`src/rtl/rgb_block_mapper_if.sv`:
```
// -----------------------------------------------------------------------------
// rgb_block_mapper_if
// Groups the pixel-stream input and the mapped-pixel output of
// rgb_block_mapper into one bundle.
//   master : pixel source side. It drives rgb/hsync/vsync/empty/rgb_enable/
//            chan_swap and observes the mapped outputs.
//   slave  : mapper side. It consumes the stream and drives pixel_data,
//            pixel_valid, the four coordinates, frame_done and line_err.
// Coordinate widths are ceil(log2(N)), with a minimum of 1 bit.
// -----------------------------------------------------------------------------
interface rgb_block_mapper_if #(
    parameter int CW        = 8,
    parameter int PIX_COLS  = 8,
    parameter int PIX_LINES = 16,
    parameter int BLK_COLS  = 5,
    parameter int BLK_LINES = 3
);
    localparam int PCW = (PIX_COLS  > 1) ? $clog2(PIX_COLS)  : 1;
    localparam int PLW = (PIX_LINES > 1) ? $clog2(PIX_LINES) : 1;
    localparam int BCW = (BLK_COLS  > 1) ? $clog2(BLK_COLS)  : 1;
    localparam int BLW = (BLK_LINES > 1) ? $clog2(BLK_LINES) : 1;

    logic [3*CW-1:0] rgb;
    logic            hsync;
    logic            vsync;
    logic            empty;
    logic            rgb_enable;
    logic            chan_swap;

    logic [3*CW-1:0] pixel_data;
    logic            pixel_valid;
    logic [PCW-1:0]  pixel_col;
    logic [PLW-1:0]  pixel_line;
    logic [BCW-1:0]  block_col;
    logic [BLW-1:0]  block_line;
    logic            frame_done;
    logic            line_err;

    modport master (
        output rgb, hsync, vsync, empty, rgb_enable, chan_swap,
        input  pixel_data, pixel_valid, pixel_col, pixel_line,
               block_col, block_line, frame_done, line_err
    );

    modport slave (
        input  rgb, hsync, vsync, empty, rgb_enable, chan_swap,
        output pixel_data, pixel_valid, pixel_col, pixel_line,
               block_col, block_line, frame_done, line_err
    );
endinterface

```
`src/rtl/rgb_block_mapper.sv`:
```
// -----------------------------------------------------------------------------
// rgb_block_mapper
// Maps a raster pixel stream, taken from a FIFO, onto a frame made of
// BLK_COLS x BLK_LINES micro-blocks. Each micro-block is PIX_COLS x PIX_LINES
// pixels. Every issued pixel is tagged with its pixel/block coordinates.
// Channel order can be reversed. Every output is registered and appears one
// cycle after the accepting sample.
//
// Ports
//   clk  : single clock, rising edge
//   rst  : synchronous active-high reset
//   bus  : rgb_block_mapper_if.slave. Inputs are rgb/hsync/vsync/empty/
//          rgb_enable/chan_swap. Outputs are pixel_data/pixel_valid/
//          pixel_col/pixel_line/block_col/block_line/frame_done/line_err.
//
// Build option
//   RGB_LINE_CHECK_EN : compiles in line-length checking, which drives
//                       line_err. When the macro is undefined, line_err is
//                       constant 0 and hsync falls do not touch the counters.
// -----------------------------------------------------------------------------
module rgb_block_mapper #(
    parameter int CW        = 8,
    parameter int PIX_COLS  = 8,
    parameter int PIX_LINES = 16,
    parameter int BLK_COLS  = 5,
    parameter int BLK_LINES = 3
) (
    input  logic               clk,
    input  logic               rst,
    rgb_block_mapper_if.slave  bus
);
    localparam int PCW = (PIX_COLS  > 1) ? $clog2(PIX_COLS)  : 1;
    localparam int PLW = (PIX_LINES > 1) ? $clog2(PIX_LINES) : 1;
    localparam int BCW = (BLK_COLS  > 1) ? $clog2(BLK_COLS)  : 1;
    localparam int BLW = (BLK_LINES > 1) ? $clog2(BLK_LINES) : 1;

    localparam logic [PCW-1:0] PC_LAST = PCW'(PIX_COLS  - 1);
    localparam logic [PLW-1:0] PL_LAST = PLW'(PIX_LINES - 1);
    localparam logic [BCW-1:0] BC_LAST = BCW'(BLK_COLS  - 1);
    localparam logic [BLW-1:0] BL_LAST = BLW'(BLK_LINES - 1);
    localparam logic [PCW-1:0] PC_ONE  = PCW'(1);
    localparam logic [PLW-1:0] PL_ONE  = PLW'(1);
    localparam logic [BCW-1:0] BC_ONE  = BCW'(1);
    localparam logic [BLW-1:0] BL_ONE  = BLW'(1);

    // Stream tracking state.
    logic           vsync_q,    vsync_d;
    logic           hsync_q,    hsync_d;
    logic           frame_en_q, frame_en_d;
    // Coordinates of the next pixel to be issued.
    logic [PCW-1:0] pc_q, pc_d;
    logic [PLW-1:0] pl_q, pl_d;
    logic [BCW-1:0] bc_q, bc_d;
    logic [BLW-1:0] bl_q, bl_d;
    // Output registers.
    logic [3*CW-1:0] data_q,  data_d;
    logic            valid_q, valid_d;
    logic [PCW-1:0]  opc_q,   opc_d;
    logic [PLW-1:0]  opl_q,   opl_d;
    logic [BCW-1:0]  obc_q,   obc_d;
    logic [BLW-1:0]  obl_q,   obl_d;
    logic            done_q,  done_d;
    logic            err_q,   err_d;

    // Decoded sample events and derived values.
    logic            accept_s;
    logic            vs_rise_s;
    logic            pixel_s;
    logic            frame_en_s;
    logic [3*CW-1:0] data_sel_s;
    logic [PCW-1:0]  ipc_s, npc_s;
    logic [PLW-1:0]  ipl_s, npl_s;
    logic [BCW-1:0]  ibc_s, nbc_s;
    logic [BLW-1:0]  ibl_s, nbl_s;
    logic            line_wrap_s;
    logic            frame_last_s;

`ifdef RGB_LINE_CHECK_EN
    // Set once a line has wrapped. Cleared by the next hsync fall.
    logic           pend_q, pend_d;
    logic           hs_fall_s;
    logic [PLW-1:0] apl_s;
    logic [BLW-1:0] abl_s;
`endif

    // Decode the sample. A vsync rise forces the issued coordinates to 0 and
    // reloads frame_en for this same sample.
    always_comb begin
        accept_s   = ~bus.empty;
        vs_rise_s  = accept_s & bus.vsync & ~vsync_q;
        pixel_s    = accept_s & bus.vsync & bus.hsync;
        if (vs_rise_s) begin
            frame_en_s = bus.rgb_enable;
            ipc_s      = '0;
            ipl_s      = '0;
            ibc_s      = '0;
            ibl_s      = '0;
        end else begin
            frame_en_s = frame_en_q;
            ipc_s      = pc_q;
            ipl_s      = pl_q;
            ibc_s      = bc_q;
            ibl_s      = bl_q;
        end
        if (bus.chan_swap) begin
            data_sel_s = {bus.rgb[CW-1:0], bus.rgb[2*CW-1:CW], bus.rgb[3*CW-1:2*CW]};
        end else begin
            data_sel_s = bus.rgb;
        end
    end

    // Counter chain: pixel_col -> block_col -> pixel_line -> block_line.
    always_comb begin
        npc_s = ipc_s;
        nbc_s = ibc_s;
        npl_s = ipl_s;
        nbl_s = ibl_s;
        if (ipc_s == PC_LAST) begin
            npc_s = '0;
            if (ibc_s == BC_LAST) begin
                nbc_s = '0;
                if (ipl_s == PL_LAST) begin
                    npl_s = '0;
                    if (ibl_s == BL_LAST) begin
                        nbl_s = '0;
                    end else begin
                        nbl_s = ibl_s + BL_ONE;
                    end
                end else begin
                    npl_s = ipl_s + PL_ONE;
                end
            end else begin
                nbc_s = ibc_s + BC_ONE;
            end
        end else begin
            npc_s = ipc_s + PC_ONE;
        end
        line_wrap_s  = (ipc_s == PC_LAST) && (ibc_s == BC_LAST);
        frame_last_s = line_wrap_s && (ipl_s == PL_LAST) && (ibl_s == BL_LAST);
    end

`ifdef RGB_LINE_CHECK_EN
    // Detect a short-line hsync fall and compute the pixel_line advance with
    // its carry into block_line.
    always_comb begin
        hs_fall_s = accept_s & bus.vsync & hsync_q & ~bus.hsync;
        if (pl_q == PL_LAST) begin
            apl_s = '0;
            if (bl_q == BL_LAST) begin
                abl_s = '0;
            end else begin
                abl_s = bl_q + BL_ONE;
            end
        end else begin
            apl_s = pl_q + PL_ONE;
            abl_s = bl_q;
        end
    end
`endif

    // Next-state and output selection. Every signal holds unless the sample
    // is accepted. Status pulses default to 0.
    always_comb begin
        vsync_d    = vsync_q;
        hsync_d    = hsync_q;
        frame_en_d = frame_en_s;
        pc_d       = pc_q;
        pl_d       = pl_q;
        bc_d       = bc_q;
        bl_d       = bl_q;
        data_d     = data_q;
        valid_d    = 1'b0;
        opc_d      = opc_q;
        opl_d      = opl_q;
        obc_d      = obc_q;
        obl_d      = obl_q;
        done_d     = 1'b0;
        err_d      = 1'b0;
`ifdef RGB_LINE_CHECK_EN
        pend_d     = pend_q;
`endif
        if (accept_s) begin
            vsync_d = bus.vsync;
            hsync_d = bus.hsync;
        end else begin
            vsync_d = vsync_q;
            hsync_d = hsync_q;
        end
        if (pixel_s) begin
            pc_d    = npc_s;
            pl_d    = npl_s;
            bc_d    = nbc_s;
            bl_d    = nbl_s;
            data_d  = data_sel_s;
            valid_d = frame_en_s;
            opc_d   = ipc_s;
            opl_d   = ipl_s;
            obc_d   = ibc_s;
            obl_d   = ibl_s;
            done_d  = frame_last_s;
`ifdef RGB_LINE_CHECK_EN
            // A new line is starting, but the previous line end never saw
            // an hsync fall.
            err_d   = pend_q & ~vs_rise_s & (ipc_s == PCW'(0)) & (ibc_s == BCW'(0));
            pend_d  = line_wrap_s;
`endif
        end else if (vs_rise_s) begin
            pc_d = '0;
            pl_d = '0;
            bc_d = '0;
            bl_d = '0;
`ifdef RGB_LINE_CHECK_EN
            pend_d = 1'b0;
`endif
`ifdef RGB_LINE_CHECK_EN
        end else if (hs_fall_s) begin
            pend_d = 1'b0;
            if ((pc_q != PCW'(0)) || (bc_q != BCW'(0))) begin
                err_d = 1'b1;
                pc_d  = '0;
                bc_d  = '0;
                pl_d  = apl_s;
                bl_d  = abl_s;
            end else begin
                err_d = 1'b0;
            end
`endif
        end else begin
            pc_d = pc_q;
        end
    end

    // State and output registers. The reset has priority over every input.
    always_ff @(posedge clk) begin
        if (rst) begin
            vsync_q    <= 1'b0;
            hsync_q    <= 1'b0;
            frame_en_q <= 1'b0;
            pc_q       <= '0;
            pl_q       <= '0;
            bc_q       <= '0;
            bl_q       <= '0;
            data_q     <= '0;
            valid_q    <= 1'b0;
            opc_q      <= '0;
            opl_q      <= '0;
            obc_q      <= '0;
            obl_q      <= '0;
            done_q     <= 1'b0;
            err_q      <= 1'b0;
`ifdef RGB_LINE_CHECK_EN
            pend_q     <= 1'b0;
`endif
        end else begin
            vsync_q    <= vsync_d;
            hsync_q    <= hsync_d;
            frame_en_q <= frame_en_d;
            pc_q       <= pc_d;
            pl_q       <= pl_d;
            bc_q       <= bc_d;
            bl_q       <= bl_d;
            data_q     <= data_d;
            valid_q    <= valid_d;
            opc_q      <= opc_d;
            opl_q      <= opl_d;
            obc_q      <= obc_d;
            obl_q      <= obl_d;
            done_q     <= done_d;
            err_q      <= err_d;
`ifdef RGB_LINE_CHECK_EN
            pend_q     <= pend_d;
`endif
        end
    end

    assign bus.pixel_data  = data_q;
    assign bus.pixel_valid = valid_q;
    assign bus.pixel_col   = opc_q;
    assign bus.pixel_line  = opl_q;
    assign bus.block_col   = obc_q;
    assign bus.block_line  = obl_q;
    assign bus.frame_done  = done_q;
    assign bus.line_err    = err_q;
endmodule
```
`src/flat_wrapper.sv`:
```
// flat-port wrapper written by rule: the top's interface ports become plain ports
module rgb_block_mapper_flat 
#(
    parameter int CW        = 8,
    parameter int PIX_COLS  = 8,
    parameter int PIX_LINES = 16,
    parameter int BLK_COLS  = 5,
    parameter int BLK_LINES = 3
)
  (clk, rst, bus_rgb, bus_hsync, bus_vsync, bus_empty, bus_rgb_enable, bus_chan_swap, bus_pixel_data, bus_pixel_valid, bus_pixel_col, bus_pixel_line, bus_block_col, bus_block_line, bus_frame_done, bus_line_err);
  rgb_block_mapper_if #(.CW(CW), .PIX_COLS(PIX_COLS), .PIX_LINES(PIX_LINES), .BLK_COLS(BLK_COLS), .BLK_LINES(BLK_LINES)) bus_i ();
  input  logic clk;
  input  logic rst;
  input wire logic [$bits(bus_i.rgb)-1:0] bus_rgb;
  input wire logic [$bits(bus_i.hsync)-1:0] bus_hsync;
  input wire logic [$bits(bus_i.vsync)-1:0] bus_vsync;
  input wire logic [$bits(bus_i.empty)-1:0] bus_empty;
  input wire logic [$bits(bus_i.rgb_enable)-1:0] bus_rgb_enable;
  input wire logic [$bits(bus_i.chan_swap)-1:0] bus_chan_swap;
  output wire logic [$bits(bus_i.pixel_data)-1:0] bus_pixel_data;
  output wire logic [$bits(bus_i.pixel_valid)-1:0] bus_pixel_valid;
  output wire logic [$bits(bus_i.pixel_col)-1:0] bus_pixel_col;
  output wire logic [$bits(bus_i.pixel_line)-1:0] bus_pixel_line;
  output wire logic [$bits(bus_i.block_col)-1:0] bus_block_col;
  output wire logic [$bits(bus_i.block_line)-1:0] bus_block_line;
  output wire logic [$bits(bus_i.frame_done)-1:0] bus_frame_done;
  output wire logic [$bits(bus_i.line_err)-1:0] bus_line_err;
  assign bus_i.rgb = bus_rgb;
  assign bus_i.hsync = bus_hsync;
  assign bus_i.vsync = bus_vsync;
  assign bus_i.empty = bus_empty;
  assign bus_i.rgb_enable = bus_rgb_enable;
  assign bus_i.chan_swap = bus_chan_swap;
  assign bus_pixel_data = bus_i.pixel_data;
  assign bus_pixel_valid = bus_i.pixel_valid;
  assign bus_pixel_col = bus_i.pixel_col;
  assign bus_pixel_line = bus_i.pixel_line;
  assign bus_block_col = bus_i.block_col;
  assign bus_block_line = bus_i.block_line;
  assign bus_frame_done = bus_i.frame_done;
  assign bus_line_err = bus_i.line_err;
  rgb_block_mapper #(.CW(CW), .PIX_COLS(PIX_COLS), .PIX_LINES(PIX_LINES), .BLK_COLS(BLK_COLS), .BLK_LINES(BLK_LINES)) u_core (.clk(clk), .rst(rst), .bus(bus_i));
endmodule
```
`config.mk`:
```
export PLATFORM = sky130hd
export DESIGN_NAME = rgb_block_mapper_flat
export DESIGN_NICKNAME = d
export VERILOG_FILES = /design/src/rtl/rgb_block_mapper_if.sv /design/src/rtl/rgb_block_mapper.sv /design/src/flat_wrapper.sv
export SDC_FILE = /design/constraint.sdc
export NUM_CORES = 1
export LEC_CHECK = 0
export CORE_ASPECT_RATIO = 0.8
export CORE_UTILIZATION = 46
export DETAILED_ROUTE_END_ITERATION = 16
export PLACE_DENSITY = 0.77
export RECOVER_POWER = 25
export SYNTH_ARGS = -nofsm -noshare
export SYNTH_HDL_FRONTEND = slang
export SYNTH_SLANG_ARGS = --single-unit
```
`constraint.sdc`:
```
create_clock -name clk -period 2.4 [get_ports clk]
set_input_delay 0.6 -clock clk [delete_from_list [all_inputs] [get_ports clk]]
set_output_delay 0.6 -clock clk [all_outputs]
set_load 0.02 [all_outputs]
```
* Word level (Yosys, flattened, before mapping)
Cells that the tools add are included.
** Word-level totals
- Output and inout port bits :: 39
- Input bits :: 31
- Register bits :: 52
- Logic and storage cells :: 51
** Cells by class
- Equal/unequal tests :: 4
- Reduce and logical (&&, ||, !) cells :: 4
- Bitwise gates (word level) :: 6
- Muxes and demuxes :: 20
- Add/subtract/negate cells :: 4
** Operators with widths (number)
- $mux 24 :: 1
- $mux 3 :: 7
- $mux 4 :: 5
- $mux 2 :: 6
- $add 3x1->3 const B :: 2
- $eq 3x3->1 const B :: 2
- $add 4x1->4 const B :: 1
- $eq 4x4->1 const B :: 1
- $and 1x1->1 :: 3
- $logic_and 1x1->1 :: 3
- $not 1->1 :: 3
- $add 2x1->2 const B :: 1
- $eq 2x2->1 const B :: 1
- $reduce_or 2->1 :: 1
- $mux 1 :: 1

* Longest topological paths before layout
- Word-level depth :: 10
- Gate-level depth with buffers :: 8
- Depth with buffers taken out :: 8

* Worst setup path before layout
Ideal clock, no wire load.
- Path type :: input to register
- Start :: input bus_vsync
- End :: register u_core.bl_q[0]
- Setup slack :: 0.219 ns
- Required time :: 2.280 ns
- Library setup time :: 0.120 ns
- Arrival time :: 2.061 ns
- Buffers on the path :: 0
- Cell stages on the path :: 8
- Cells stage by stage :: or3b_4 and2_1 ha_1 ha_1 nand4b_2 nor3_2 nand4_2 mux2i_1
** On the way
- Elaborated cells on any way between the ends :: 17
- Those cells by class :: add/sub: 1; eq/ne: 4; mux: 9; bitwise: 3
** RTL lines
- start, declared :: RTL line flat_wrapper.sv:16 : input wire logic [$bits(bus_i.vsync)-1:0] bus_vsync;
- $and 1x1->1 (2 in a row) :: RTL line rgb_block_mapper.sv:90 : vs_rise_s = accept_s & bus.vsync & ~vsync_q;
- $mux 3
- net u_core.ipc_s[0] :: RTL line rgb_block_mapper.sv:71 : logic [PCW-1:0] ipc_s, npc_s;
- $eq 3x3->1 :: RTL line rgb_block_mapper.sv:118 : if (ipc_s == PC_LAST) begin
- $mux 2 :: RTL line rgb_block_mapper.sv:118
- $mux 2 :: RTL line rgb_block_mapper.sv:189 : if (pixel_s) begin
- end signal, assigned :: RTL line rgb_block_mapper.sv:261 : bl_q <= bl_d;
- end, declared :: RTL line rgb_block_mapper.sv:54 : logic [BLW-1:0] bl_q, bl_d;
The timed path passes the listed nets, and every way through them passes these cells.
A chain may end at the register's enable or synchronous reset.

* Worst setup path in the final report
- Start :: input bus_empty
- End :: register u_core.bl_q[1]
** On the way
- Word-level cells in the longest chain between the ends :: 10
- Elaborated cells on any way between the ends :: 18
- Those cells by class :: add/sub: 1; eq/ne: 4; mux: 9; bitwise: 4
** Ends and longest elaborated chain
- start, declared :: RTL line flat_wrapper.sv:17 : input wire logic [$bits(bus_i.empty)-1:0] bus_empty;
- $not 1->1 * :: RTL line rgb_block_mapper.sv:89 : accept_s = ~bus.empty;
- $and 1x1->1 * :: RTL line rgb_block_mapper.sv:90, rgb_block_mapper.sv:91
- $and 1x1->1 :: RTL line rgb_block_mapper.sv:90
- $mux 2
- $add 2x1->2 or $eq 2x2->1 (tied branches) :: RTL line rgb_block_mapper.sv:127, rgb_block_mapper.sv:124
- $mux 2 :: RTL line rgb_block_mapper.sv:124 : if (ibl_s == BL_LAST) begin
- $mux 2 :: RTL line rgb_block_mapper.sv:122 : if (ipl_s == PL_LAST) begin
- $mux 2 :: RTL line rgb_block_mapper.sv:120 : if (ibc_s == BC_LAST) begin
- $mux 2 :: RTL line rgb_block_mapper.sv:118
- $mux 2 * :: RTL line rgb_block_mapper.sv:189
Mark *: on every way between the ends. The rest lies on a longest branch, timed or not.

==> impl_metrics.env <==
export IMPL_synth_seq_cells=52
export IMPL_grt_max_degree=48
export IMPL_max_vdd_ir_drop_uv=387
export IMPL_syn_instance_count=247
export IMPL_syn_to_final_growth_pct=45.2
export IMPL_required_ns=2.59
export IMPL_drc=0
export IMPL_ys_top_cells_by_area="dfxtp_1, mux2i_1, nand2_1, a211oi_1, nor2_1"
export IMPL_clock_sinks=52
export IMPL_dp_hpwl_um=3540
export IMPL_cts_buffers_inserted=5
export IMPL_crit_arrival_ns=2.51
export IMPL_timing_final_crit_share_pct=96.8
export IMPL_maxSlewViolCount=0
export IMPL_hold_class="register to register"
export IMPL_status="finished, final reports clean"
export IMPL_hold_worst_slack_ns=0.453
export IMPL_wire_per_inst_um=13.3
export IMPL_design_area_mm2=0.00317
export IMPL_syn_avg_cell_area_um2=8.84
export IMPL_die_height_um=63.6
export IMPL_ios=70
export IMPL_p_leak_nw=1.26
export IMPL_skew_ns=0.00571
export IMPL_worstSetupPathType="primary input to register"
export IMPL_netlist_area_mm2=0.00218
export IMPL_ctsHoldBuffers=0
export IMPL_yosys_warnings=0
export IMPL_startpoint_type="primary input"
export IMPL_drt_vias_per_instance=5.12
export IMPL_grt_pass1_vias=1864
export IMPL_multi_input_area_mm2=0.00112
export IMPL_drtIter0Drc=76
export IMPL_vias=1967
export IMPL_grt_use_total_pct=21.9
export IMPL_cts_tree="yes"
export IMPL_min_period_ns=2.32
export IMPL_h_tree_depth=2
export IMPL_antenna_found_initial=0
export IMPL_drv_cap=0
export IMPL_p_per_area_mw_per_mm2=516
export IMPL_ys_types=35
export IMPL_synth_seq_area_share_pct=47.7
export IMPL_grt_overflow=0
export IMPL_seqCellArea_mm2=0.00104
export IMPL_max_freq_ghz=0.430
export IMPL_num_antenna_cells=0
export IMPL_setup_viol_count_final=0
export IMPL_drt_total_wl_um=5100
export IMPL_core_area_mm2=0.00457
export IMPL_synth_top_cell_area_share_pct=47.7
export IMPL_worst_setup_path_end_kind="register"
export IMPL_place_congestion=0.852
export IMPL_max_slew_margin_pct=65.1
export IMPL_dieArea_mm2=0.00503
export IMPL_cts_reportedPaths_clkPinSlew_ns=0.09
export IMPL_post_dp_cell_area_mm2=0.00302
export IMPL_clock_path_buffers=2
export IMPL_drive_gt1_share_pct=12.3
export IMPL_start_util_pct=47.8
export IMPL_die_x_um=79.1
export IMPL_cp_max_fo=5
export IMPL_synth_edf_count=0
export IMPL_nFillCells=389
export IMPL_io_buffers=68
export IMPL_hold_violations=0
export IMPL_yosysMostFrequentCell="dfxtp_1"
export IMPL_rows=22
export IMPL_tightest_slew_ns=0.522
export IMPL_synth_ff_type="dfxtp_1"
export IMPL_clock_root_buffer="clkbuf_8"
export IMPL_ys_top_cells_by_count="dfxtp_1, nand2_1, nor2_1, mux2i_1, a21oi_1"
export IMPL_synth_nets=283
export IMPL_drtPass1Iterations=4
export IMPL_fin_nets=359
export IMPL_clkLatencyLatePin_ns=0.30
export IMPL_detail_route_antenna_nets=0
export IMPL_grt_pass1_wl_um=8560
export IMPL_synth_largest_area_cell="dfxtp_1"
export IMPL_synth_async_sr_flop_share_pct=0
worst max-delay path: stages:
cell and delay, ns:
clkdlybuf4s50_1 0.42, or3b_4 0.42, buf_6 0.15, nand2_2 0.09, ha_4 0.15, nand3_4 0.11
nor3_4 0.28, nand4_4 0.15, mux2i_1 0.14
per-layer routing:
layer | track usage [%] | vias to the layer above | wire [um]
met3 | 7.54 | 8 | 343
met4 | 7.27 | 0 | 68
met1 | 29.6 | 905 | 2360
met5 | 0 | - | 0
li1 | - | 998 | -
met2 | 32.4 | 56 | 2320
report_power, final:
part / switching (mW) / total (mW) / leakage, nW / internal, mW
Clock: 0.276 / 0.511 / 0.0445 / 0.235
Combinational: 0.112 / 0.230 / 0.795 / 0.118
Sequential: 0.0116 / 0.895 / 0.422 / 0.884
Total: 0.401 / 1.64 / 1.26 / 1.24
stage by stage:
step / utilization (%) / power (mW) / std cells / setup TNS [ns] / worst slack [ns]
floorplan: - / 1.03 / 247 / 0 / 0.219
global placement: 66.0 / 1.14 / 376 / -2.48 / -0.282
detailed placement: 66.0 / 1.15 / 376 / -3.26 / -0.361
CTS: 68.3 / 1.65 / 384 / 0 / 0.0122
global route: 69.4 / 1.71 / 384 / -0.00764 / -0.00764
finish: 69.4 / 1.64 / 384 / 0 / 0.0770
flip-flops by register name, summed over array words and instances, names as in the netlist:
register,flops
u_core.bus.block_col,3
u_core.bus.frame_done,1
u_core.vsync_q,1
u_core.bus.block_line,2
u_core.pl_q,4
u_core.bus.pixel_line,4
u_core.bl_q,2
u_core.frame_en_q,1
u_core.bus.pixel_col,3
u_core.bc_q,3
u_core.bus.pixel_valid,1
u_core.bus.pixel_data,24
u_core.pc_q,3
worst paths after layout:
kind	from	end	slack (ns)	cells past startpoint
max	bus_empty	u_core.bl_q[1]	0.08	9
min	u_core.bus.block_col[1]	u_core.bus.block_col[1]	0.45	2
max reg2reg	u_core.vsync_q	u_core.bl_q[1]	0.30	8
min reg2reg	u_core.bus.block_col[1]	u_core.bus.block_col[1]	0.45	2
placed cells by master (no fill, tap or decap), drive strengths merged, types with 2 or more instances in the layout:
cell type,n
dlygate4sd3,6
clkbuf,10
a21oi,21
dfxtp,52
ha,5
xnor2,2
nand3,4
buf,17
and2,5
nand4,3
a211oi,16
clkdlybuf4s50,60
nor2,31
a22oi,3
mux2i,23
nor3,4
nand2,44
inv,4
cell type report:
class | instances | share of cell area (%)
Timing Repair Buffer | 87 | 26.2
Clock inverter | 1 | 0.237
Multi-Input combinational cell | 173 | 35.2
Clock buffer | 7 | 2.72
Sequential cell | 52 | 32.8
Tap cell | 60 | 2.37
Inverter | 4 | 0.473
kinds of logic (layout without fill, tap and decap cells):
family / Yosys count / after routing / synth area share, %
compound gates: 43 / 43 / 12.3
xor+xnor: 3 / 3 / 1.20
fa+ha+maj: 5 / 5 / 2.86
buf+inv: 22 / 99 / 4.64
flops: 52 / 52 / 47.7
mux: 23 / 23 / 10.5
other cells: 1 / 1 / 0.172
simple gates: 98 / 98 / 20.6
timing repair:
item	in CTS	in global routing
endpoints found under the setup margin	6	7
gates resized for setup	2	15
cloned	0	0
pin swaps	0	2
buffers inserted	0	0
Power figures use the tool's default switching activity.
